===== src/rtl/wave_cmd_gen_pkg.sv =====
// Shared types for the waveform command generator: opcodes, wave shapes,
// receiver FSM states and the SET_WAVE reserved-argument mask.
package wave_pkg;

    typedef enum logic [1:0] {
        OP_WAVE = 2'd0,
        OP_FREQ = 2'd1,
        OP_AMP  = 2'd2,
        OP_DC   = 2'd3
    } opcode_e;

    typedef enum logic [1:0] {
        W_DC     = 2'd0,
        W_SQUARE = 2'd1,
        W_SAW    = 2'd2,
        W_TRI    = 2'd3
    } wave_e;

    typedef enum logic [1:0] {
        IDLE     = 2'd0,
        DATA_HI  = 2'd1,
        DATA_LO  = 2'd2,
        DATA_ONE = 2'd3
    } rx_state_e;

    // Any set bit here in a SET_WAVE argument makes the header reserved.
    localparam logic [5:0] WAVE_ARG_MASK = 6'b111100;

endpackage


===== src/rtl/wave_cmd_gen_shaper.sv =====
// Combinational sample shaper: maps the top 8 phase bits to the selected
// wave shape, scaled by (amp+1)/256; DC bypasses scaling.
module wave_shaper
    import wave_pkg::*;
(
    input  logic [7:0] i_p,
    input  wave_e      i_wave,
    input  logic [7:0] i_amp,
    input  logic [7:0] i_dc,
    output logic [7:0] o_sample
);

    logic [7:0]  w_shape;
    logic [15:0] w_prod;

    always_comb begin
        w_shape = 8'h00;
        case (i_wave)
            W_SQUARE: w_shape = i_p[7] ? 8'hFF : 8'h00;
            W_SAW:    w_shape = i_p;
            W_TRI:    w_shape = i_p[7] ? ~{i_p[6:0], 1'b0} : {i_p[6:0], 1'b0};
            default:  w_shape = 8'h00;
        endcase
        // 255 * 256 still fits in 16 bits, so amp=0xFF is exact unity gain.
        w_prod   = {8'h00, w_shape} * ({8'h00, i_amp} + 16'd1);
        o_sample = (i_wave == W_DC) ? i_dc : w_prod[15:8];
    end

endmodule


===== src/rtl/wave_cmd_gen.sv =====
// Command-driven waveform generator: decodes 1-3 byte frames into settings and
// produces one DAC sample per prescaler tick from a phase accumulator.
module wave_cmd_gen
    import wave_pkg::*;
#(
    parameter int PRESCALE = 12,
    parameter int ACC_W    = 16,
    parameter int TIMEOUT  = 1200000
) (
    input  logic       clk,
    input  logic       rst,
    input  logic [7:0] command,
    input  logic       command_signal,
    output logic [7:0] dac_out,
    output logic       sample_valid,
    output logic       cmd_error,
    output rx_state_e  dbg_state
);

    localparam int PS_W = $clog2(PRESCALE);
    localparam int TO_W = $clog2(TIMEOUT + 1);

    rx_state_e        r_state;
    rx_state_e        w_next;
    opcode_e          r_op;
    opcode_e          w_opcode;
    logic [TO_W-1:0]  r_to_cnt;
    logic [7:0]       r_tw_hi;
    wave_e            r_wave;
    logic [ACC_W-1:0] r_tw;
    logic [7:0]       r_amp;
    logic [7:0]       r_dc;
    logic [ACC_W-1:0] r_phase;
    logic [PS_W-1:0]  r_presc;
    logic [7:0]       r_dac;
    logic             r_valid;
    logic             r_err;

    logic             w_tick;
    logic [ACC_W-1:0] w_phase_next;
    logic [7:0]       w_sample;
    logic             w_commit_wave;
    logic             w_commit_tw;
    logic             w_commit_amp;
    logic             w_commit_dc;
    logic             w_abort;
    logic             w_bad_arg;

    assign w_opcode     = opcode_e'(command[7:6]);
    assign w_tick       = (r_presc == PS_W'(PRESCALE - 1));
    assign w_phase_next = r_phase + r_tw;

    // The sample is built from the post-update phase with pre-commit settings.
    wave_shaper u_shaper (
        .i_p      (w_phase_next[ACC_W-1 -: 8]),
        .i_wave   (r_wave),
        .i_amp    (r_amp),
        .i_dc     (r_dc),
        .o_sample (w_sample)
    );

    always_comb begin
        w_next        = r_state;
        w_commit_wave = 1'b0;
        w_commit_tw   = 1'b0;
        w_commit_amp  = 1'b0;
        w_commit_dc   = 1'b0;
        w_abort       = 1'b0;
        w_bad_arg     = 1'b0;
        case (r_state)
            IDLE: begin
                if (command_signal) begin
                    case (w_opcode)
                        OP_WAVE: begin
                            if ((command[5:0] & WAVE_ARG_MASK) != 6'd0) w_bad_arg = 1'b1;
                            else                                        w_commit_wave = 1'b1;
                        end
                        OP_FREQ: w_next = DATA_HI;
                        OP_AMP:  w_next = DATA_ONE;
                        OP_DC:   w_next = DATA_ONE;
                        default: w_next = IDLE;
                    endcase
                end
            end
            DATA_HI: if (command_signal) w_next = DATA_LO;
            DATA_LO: begin
                if (command_signal) begin
                    w_commit_tw = 1'b1;
                    w_next      = IDLE;
                end
            end
            DATA_ONE: begin
                if (command_signal) begin
                    w_commit_dc  = (r_op == OP_DC);
                    w_commit_amp = (r_op != OP_DC);
                    w_next       = IDLE;
                end
            end
            default: w_next = IDLE;
        endcase
        if (r_state != IDLE && !command_signal && r_to_cnt == TO_W'(TIMEOUT - 1)) begin
            w_abort = 1'b1;
            w_next  = IDLE;
        end
    end

    always_ff @(posedge clk) begin
        if (rst) begin
            r_state  <= IDLE;
            r_op     <= OP_WAVE;
            r_to_cnt <= '0;
            r_tw_hi  <= 8'h00;
            r_wave   <= W_DC;
            r_tw     <= '0;
            r_amp    <= 8'hFF;
            r_dc     <= 8'h00;
            r_phase  <= '0;
            r_presc  <= '0;
            r_dac    <= 8'h00;
            r_valid  <= 1'b0;
            r_err    <= 1'b0;
        end else begin
            r_state <= w_next;
            if (r_state == IDLE || command_signal) r_to_cnt <= '0;
            else                                   r_to_cnt <= r_to_cnt + 1'b1;
            if (r_state == IDLE && command_signal)    r_op    <= w_opcode;
            if (r_state == DATA_HI && command_signal) r_tw_hi <= command;

            r_presc <= w_tick ? '0 : r_presc + 1'b1;
            r_valid <= w_tick;
            if (w_tick) begin
                r_phase <= w_phase_next;
                r_dac   <= w_sample;
            end

            // Placed after the tick update so a coincident phase clear wins.
            if (w_commit_wave) begin
                r_wave  <= wave_e'(command[1:0]);
                r_phase <= '0;
            end
            if (w_commit_tw)  r_tw  <= ACC_W'({r_tw_hi, command});
            if (w_commit_amp) r_amp <= command;
            if (w_commit_dc) begin
                r_dc   <= command;
                r_wave <= W_DC;
            end
            if (w_abort || w_bad_arg) r_err <= 1'b1;
        end
    end

    assign dac_out      = r_dac;
    assign sample_valid = r_valid;
    assign cmd_error    = r_err;
    assign dbg_state    = r_state;

endmodule

===== config.mk =====
export PLATFORM = sky130hd
export DESIGN_NAME = wave_cmd_gen
export DESIGN_NICKNAME = d
export VERILOG_FILES = /design/src/rtl/wave_cmd_gen_pkg.sv /design/src/rtl/wave_cmd_gen_shaper.sv /design/src/rtl/wave_cmd_gen.sv
export SDC_FILE = /design/constraint.sdc
export NUM_CORES = 1
export LEC_CHECK = 0
export ABC_AREA = 1
export BUFFER_PORTS_ARGS = -buffer_cell sky130_fd_sc_hd__buf_2
export CAP_MARGIN = 10
export CORE_ASPECT_RATIO = 0.75
export CORE_MARGIN = 2
export CORE_UTILIZATION = 40
export DETAILED_ROUTE_END_ITERATION = 7
export GPL_TIMING_DRIVEN = 0
export PLACE_DENSITY = 0.54
export SLEW_MARGIN = 20
export SYNTH_ARGS = -nofsm -noshare
export SYNTH_HDL_FRONTEND = slang
export SYNTH_SLANG_ARGS = --single-unit

===== constraint.sdc =====
create_clock -name clk -period 9.7 [get_ports clk]
set_input_delay 0.97 -clock clk [delete_from_list [all_inputs] [get_ports clk]]
set_output_delay 0.97 -clock clk [all_outputs]
set_load 0.01 [all_outputs]

### Word-level counts from Yosys, hierarchy flattened

Index checks and enable logic that the tools add are counted.

* flip-flop bits (word level): 97
* input port bits: 11
* output and inout port bits: 12
* logic and storage cells: 80

* add/subtract/negate cells: 4
* $mul: 1
* equality and inequality tests: 17
* mux-type cells: 24
* bitwise operators: 1
* reductions and logical operators: 20

Operators with widths (number)
* 8-bit two-way mux: 3
* 8-bit one-hot mux with 3 select lines: 1
* 21-bit by 1-bit adder with 21-bit output, second input constant: 1
* 21-bit == test, second input constant: 1
* 16-bit adder: 1
* 8-bit by 16-bit multiplier with 16-bit output: 1
* 1-bit two-way mux: 15
* 2-bit == test, second input constant: 7
* 2-bit OR reduction: 7
* 8-bit by 1-bit adder with 9-bit output, second input constant: 1
* 8-bit NOT: 1
* 2-bit by 1-bit == test with 1-bit output, second input constant: 3
* 2-bit zero test: 3
* 2-bit two-way mux: 3
* 2-bit != test, second input constant: 3
* 2-bit one-hot mux with 3 select lines: 1
* 6-bit nonzero test: 1
* 4-bit by 1-bit adder with 4-bit output, second input constant: 1
* 4-bit == test, second input constant: 1
* 1-bit logical AND: 4
* 2-bit one-hot mux with 2 select lines: 1
* 4-bit AND reduction: 1
* 3-bit by 2-bit != test with 1-bit output, second input constant: 1
* 1-bit logical OR: 2
* other kinds (3): 3

### Longest topological paths before layout

* depth after elaboration: 6
* gate-level depth with buffers: 37
* mapped depth without buffers: 37

### Modules after synthesis

Synthesis repeated with hierarchy kept, for this count alone.

* cells, all modules: 1097
* area total of the unflattened synthesis: 7378.3 um2

Modules (own cells, without submodules)
* wave_cmd_gen: instances 1, cells each 689, area an instance 4683.2 um2, sequential area each 1941.9 um2
* wave_shaper: instances 1, cells each 408, area an instance 2695.1 um2, sequential area each 0.0 um2

### Worst setup path before layout

OpenSTA, ideal clock, no wires.

* path type: flip-flop to flip-flop
* from: register r_tw[0]
* to: register r_dac[7], in the netlist dac_out[7]
* setup time: 112 ps
* arrival: 5586 ps
* required time: 9588 ps
* setup slack: 4002 ps
* cell stages (with the launch flop): 34
* buffers on the path: 0
* clock period less this slack: 5698 ps
* path through: dfxtp_1 -> ha_1 -> inv_1 -> fa_1 -> inv_1 -> nand3_1 -> nand2_1 -> a21oi_1 -> inv_2 -> nand2_1 -> nand3_1 -> nand3_1 -> nand2_1 -> xor2_1 -> inv_1 -> o211ai_2 -> nand2_1 -> fa_1 -> inv_1 -> fa_1 -> fa_1 -> inv_1 -> fa_1 -> inv_1 -> ha_1 -> a21o_1 -> a31oi_1 -> nor2_1 -> nor3_1 -> nand2_1 -> nand2_1 -> nand3_1 -> nand2_1 -> nand2_1

* cells in the longest elaborated chain, start to end: 6
* elaborated cells between the ends (all ways): 7
* those cells by class: add/sub (1); mul (1); mux (4); bitwise (1)

Ends and longest elaborated chain
* start, declared: line wave_cmd_gen.sv:30 `logic [ACC_W-1:0] r_tw;`
* start signal, assigned: line wave_cmd_gen.sv:141 `if (w_commit_tw) r_tw <= ACC_W'({r_tw_hi, command});`
* 16-bit adder (*): line wave_cmd_gen.sv:51 `assign w_phase_next = r_phase + r_tw;`
* 8-bit NOT: line wave_cmd_gen_shaper.sv:21 `W_TRI: w_shape = i_p[7] ? ~{i_p[6:0], 1'b0} : {i_p[6:0], 1'b0};`
* 8-bit two-way mux: line wave_cmd_gen_shaper.sv:21
* 8-bit one-hot mux with 3 select lines (*): line wave_cmd_gen_shaper.sv:18 `case (i_wave)`
* 8-bit by 16-bit multiplier with 16-bit output (*): line wave_cmd_gen_shaper.sv:25 `w_prod = {8'h00, w_shape} * ({8'h00, i_amp} + 16'd1);`
* 8-bit two-way mux (*): line wave_cmd_gen_shaper.sv:26 `o_sample = (i_wave == W_DC) ? i_dc : w_prod[15:8];`
* end signal, assigned: line wave_cmd_gen.sv:133 `r_dac <= w_sample;`
* end, declared: line wave_cmd_gen.sv:35 `logic [7:0] r_dac;`

Mark *: on every way between the ends. The rest lies on a longest branch, timed or not.
A chain may end at the register's enable or synchronous reset.

### Worst setup path after layout

Same ends and word-level chain as after synthesis.

==> out/metrics.yaml <==
floorplan:
  std_cell_rows: 42
  core_um2: 17600
  die_area_um2: 18900
  start_util: 0.406
  io_pins: 23
  dieWidth_um: 158
  chipHeight_um: 120
place:
  gp_congestion: 0.838
  dp_hpwl_mm: 14.1
  io_buffer_count: 22
  dp.cells: 1262
sta:
  tightest_slew_ps: 904
  hold_viol_final: 0
  fmax_mhz: 150
  fin_crit_sh: 0.685
  rsz0062_at_grt: "false"
  finClkSkew_ps: 8.84
  drv_slew: 0
  max-slew-margin-rel: 0.395
  setup-violations-final: 0
  setup_tns_ps: 0
  min_period_ps: 6650
worst_hold_path:
  hp-class: "flip-flop to flip-flop"
setup_path:
  path_delay_family: "adder cells"
  crit_type: "flip-flop to flip-flop"
  max_stage_delay_ps: 730
  worst_r2r_startpoint: "r_tw[0]$_SDFFE_PP0P_"
  crit_top_cell: "nand2_1"
  crit_path_end: "dac_out[7]$_SDFFE_PP0P_"
  reg2reg_slack_ps: 3050
  crit_arrival_ps: 6900
  crit_fanout: 9
  cp_slowest_cell: "o211ai_1"
  crit_cells: 31
  start_kind: "flip-flop"
  end_kind: "flip-flop"
  reg2reg_depth: 31
  r2r-end: "dac_out[7]$_SDFFE_PP0P_"
  required_ps: 9950
  crit_start: "r_tw[0]$_SDFFE_PP0P_"
  crit_buf_inv: 7
grt:
  antenna_found_initial: 0
  grt_pass1_vias: 5754
  overflow: 0
  track_usage: 0.200
  grt_pass1_wl_mm: 29.5
  grt_max_degree: 19
detailed_routing:
  drtPass1Iterations: 5
  drt_iter0_drc: 428
  ant_nets: 0
  post-route-drc-count: 0
  wire_per_inst_um: 13.5
  drt-total-wl_mm: 17.3
  routed_via_density: 4.72
  vias: 6033
synth:
  synth.most_common_cell: "nand2_1"
  synth_mux_area_frac: 0
  ys_types: 45
  yosysWarnings: 0
  postSynthRegisterBits: 97
  syn-num-nets: 1100
  avgSynthCellArea_um2: 7.14
  synth_largest_area_cell: "dfxtp_1"
  synth.yosys.seq_area_share: 0.273
  syn_area_um2: 7120
  synth-edff-count: 0
  synthXorXnorAreaFrac: 0.0293
  synth_top_cells_by_area: "dfxtp_1 27%, fa_1 12%, nand2_1 11%"
  synth_top_area_frac: 0.273
  synthArstFlopShare: 0
  netlist_top_cells_count: "201 x nand2_1, 182 x inv_1, 108 x nor2_1"
  synth_fa_ha_area_frac: 0.203
  synthSimpleGateAreaFrac: 0.253
  synth_ff_type: "dfxtp_1"
  syn-instance-count: 998
  synth_top_family_by_area: "simple AND/OR/NAND/NOR gates"
  synth_compound_area_frac: 0.131
pwr:
  cellLeakagePower_nw: 4.04
  ir_worst_vdd_mv: 0.0983
  power_density_nw_per_um2: 109
cells_and_area:
  n_antenna_cell: 0
  area_growth_syn_to_layout_pct: 10.2
  drive_gt1_frac: 0.0743
  fin_cells: 1278
  nets: 1133
clock_network:
  cts_tree: "built"
  hold_buffers: 0
  post_cts_resized: 0
  post_cts_buffers: 0
  numCtsBuffers: 9
  clock_sinks: 97
  clockRootBuffer: "clkbuf_16"
  clk_pin_slew_worst_paths_ps: 70
  cts-htree-levels: 3
  clkLatencyLatePin_ps: 360
  clockBufferDepth: 2
outcome:
  outcome: "completed"
flow_run:
  maxCapViolations: 0
[per-layer routing]
layer / share of wire / up-vias / wire length, um / global-route usage
met5: 0 / - / 0 / 0
met4: 0.0076 / 0 / 131 / 0.0372
met3: 0.043 / 14 / 751 / 0.0325
met2: 0.37 / 107 / 6390 / 0.268
met1: 0.58 / 2690 / 9990 / 0.331
li1: - / 3222 / - / -
[sequential cells by signal, indices dropped and copies added, names as in the netlist]
name / flops
r_dc: 8
r_phase: 16
r_to_cnt: 21
r_tw_hi: 8
dac_out: 8
cmd_error: 1
r_wave: 2
dbg_state: 2
r_op: 2
r_amp: 8
r_tw: 16
sample_valid: 1
r_presc: 4
[report_power, final]
part,internal [W],switching [W],leakage [nW]
registers,0.000407,0.00000789,0.785
clock network,0.000206,0.000171,0.152
logic,0.0000189,0.0000465,3.10
total,0.000632,0.000226,4.04
[layout make-up]
class	count	area [um^2]
clock inverters	7	90.1
repair buffers	22	110
flip-flops and latches	97	1940
multi-input cells	692	4390
inverters	193	727
fillers	1906	9700
well taps	242	303
plain buffers	16	60.1
clock buffers	9	225
[cell usage in the layout, fill, tap and decap left out, types with 2 or more instances in the layout]
| cell type | n |
|---|---|
| or2_1 | 2 |
| fa_1 | 41 |
| inv_1 | 182 |
| nor2_1 | 108 |
| ha_1 | 50 |
| nor3_2 | 2 |
| nand4_1 | 8 |
| o211ai_1 | 14 |
| a31oi_1 | 6 |
| a21oi_1 | 71 |
| o21ai_0 | 52 |
| inv_2 | 7 |
| nor3b_1 | 6 |
| nor4_1 | 2 |
| o21bai_1 | 5 |
| dfxtp_1 | 97 |
| a211oi_1 | 2 |
| o21a_1 | 3 |
| inv_8 | 2 |
| nand3_1 | 46 |
| a21o_1 | 5 |
| clkbuf_1 | 16 |
| or2_2 | 6 |
| clkbuf_16 | 9 |
| nand3_2 | 2 |
| nand2_2 | 10 |
| xnor2_1 | 9 |
| xor2_1 | 13 |
| buf_2 | 22 |
| nand2_4 | 2 |
| nor3_1 | 12 |
| nand2_1 | 201 |
| clkinv_1 | 3 |
[through the flow]
step	hold slack, ps	power (W)	util	worst slack [ps]	area [um^2]
3_3_place_gp	434	0.000489	0.429	3140	7540
4_1_cts	455	0.000869	0.447	3090	7850
6_report	452	0.000858	0.447	3050	7850
5_1_grt	467	0.000895	0.447	2550	7850
3_5_place_dp	438	0.000489	0.429	3130	7540
2_1_floorplan	418	0.000466	-	4000	7120
[worst min path at each step]
stage	depth (start not counted)	start	to
global route	2	dac_out[1]$_SDFFE_PP0P_	dac_out[1]$_SDFFE_PP0P_
floorplan	1	r_presc[0]$_SDFF_PP0_	r_presc[0]$_SDFF_PP0_
CTS	1	r_to_cnt[0]$_SDFF_PP0_	r_to_cnt[0]$_SDFF_PP0_
finish	1	r_to_cnt[0]$_SDFF_PP0_	r_to_cnt[0]$_SDFF_PP0_
global placement	1	r_presc[0]$_SDFF_PP0_	r_presc[0]$_SDFF_PP0_
detailed placement	2	dac_out[5]$_SDFFE_PP0P_	dac_out[5]$_SDFFE_PP0P_
[cells by family (layout without fill, tap and decap cells)]
group           after synthesis  in the layout
simple gates                414            414
flops                        97             97
compound gates              164            164
xor+xnor                     23             23
fa+ha+maj                    91             91
buf+inv                     209            247
[worst reg2reg max path, delay by kind of cell, from the launching register on]
family	cells	cell delay, ps
adders and majority gates	7	3040
AOI/OAI and AO/OA	4	1390
and+or+nand+nor	12	1150
buffers and inverters	7	440
DFF	1	350
xor gates and xnor gates	1	200
Power figures use the tool's default switching activity.
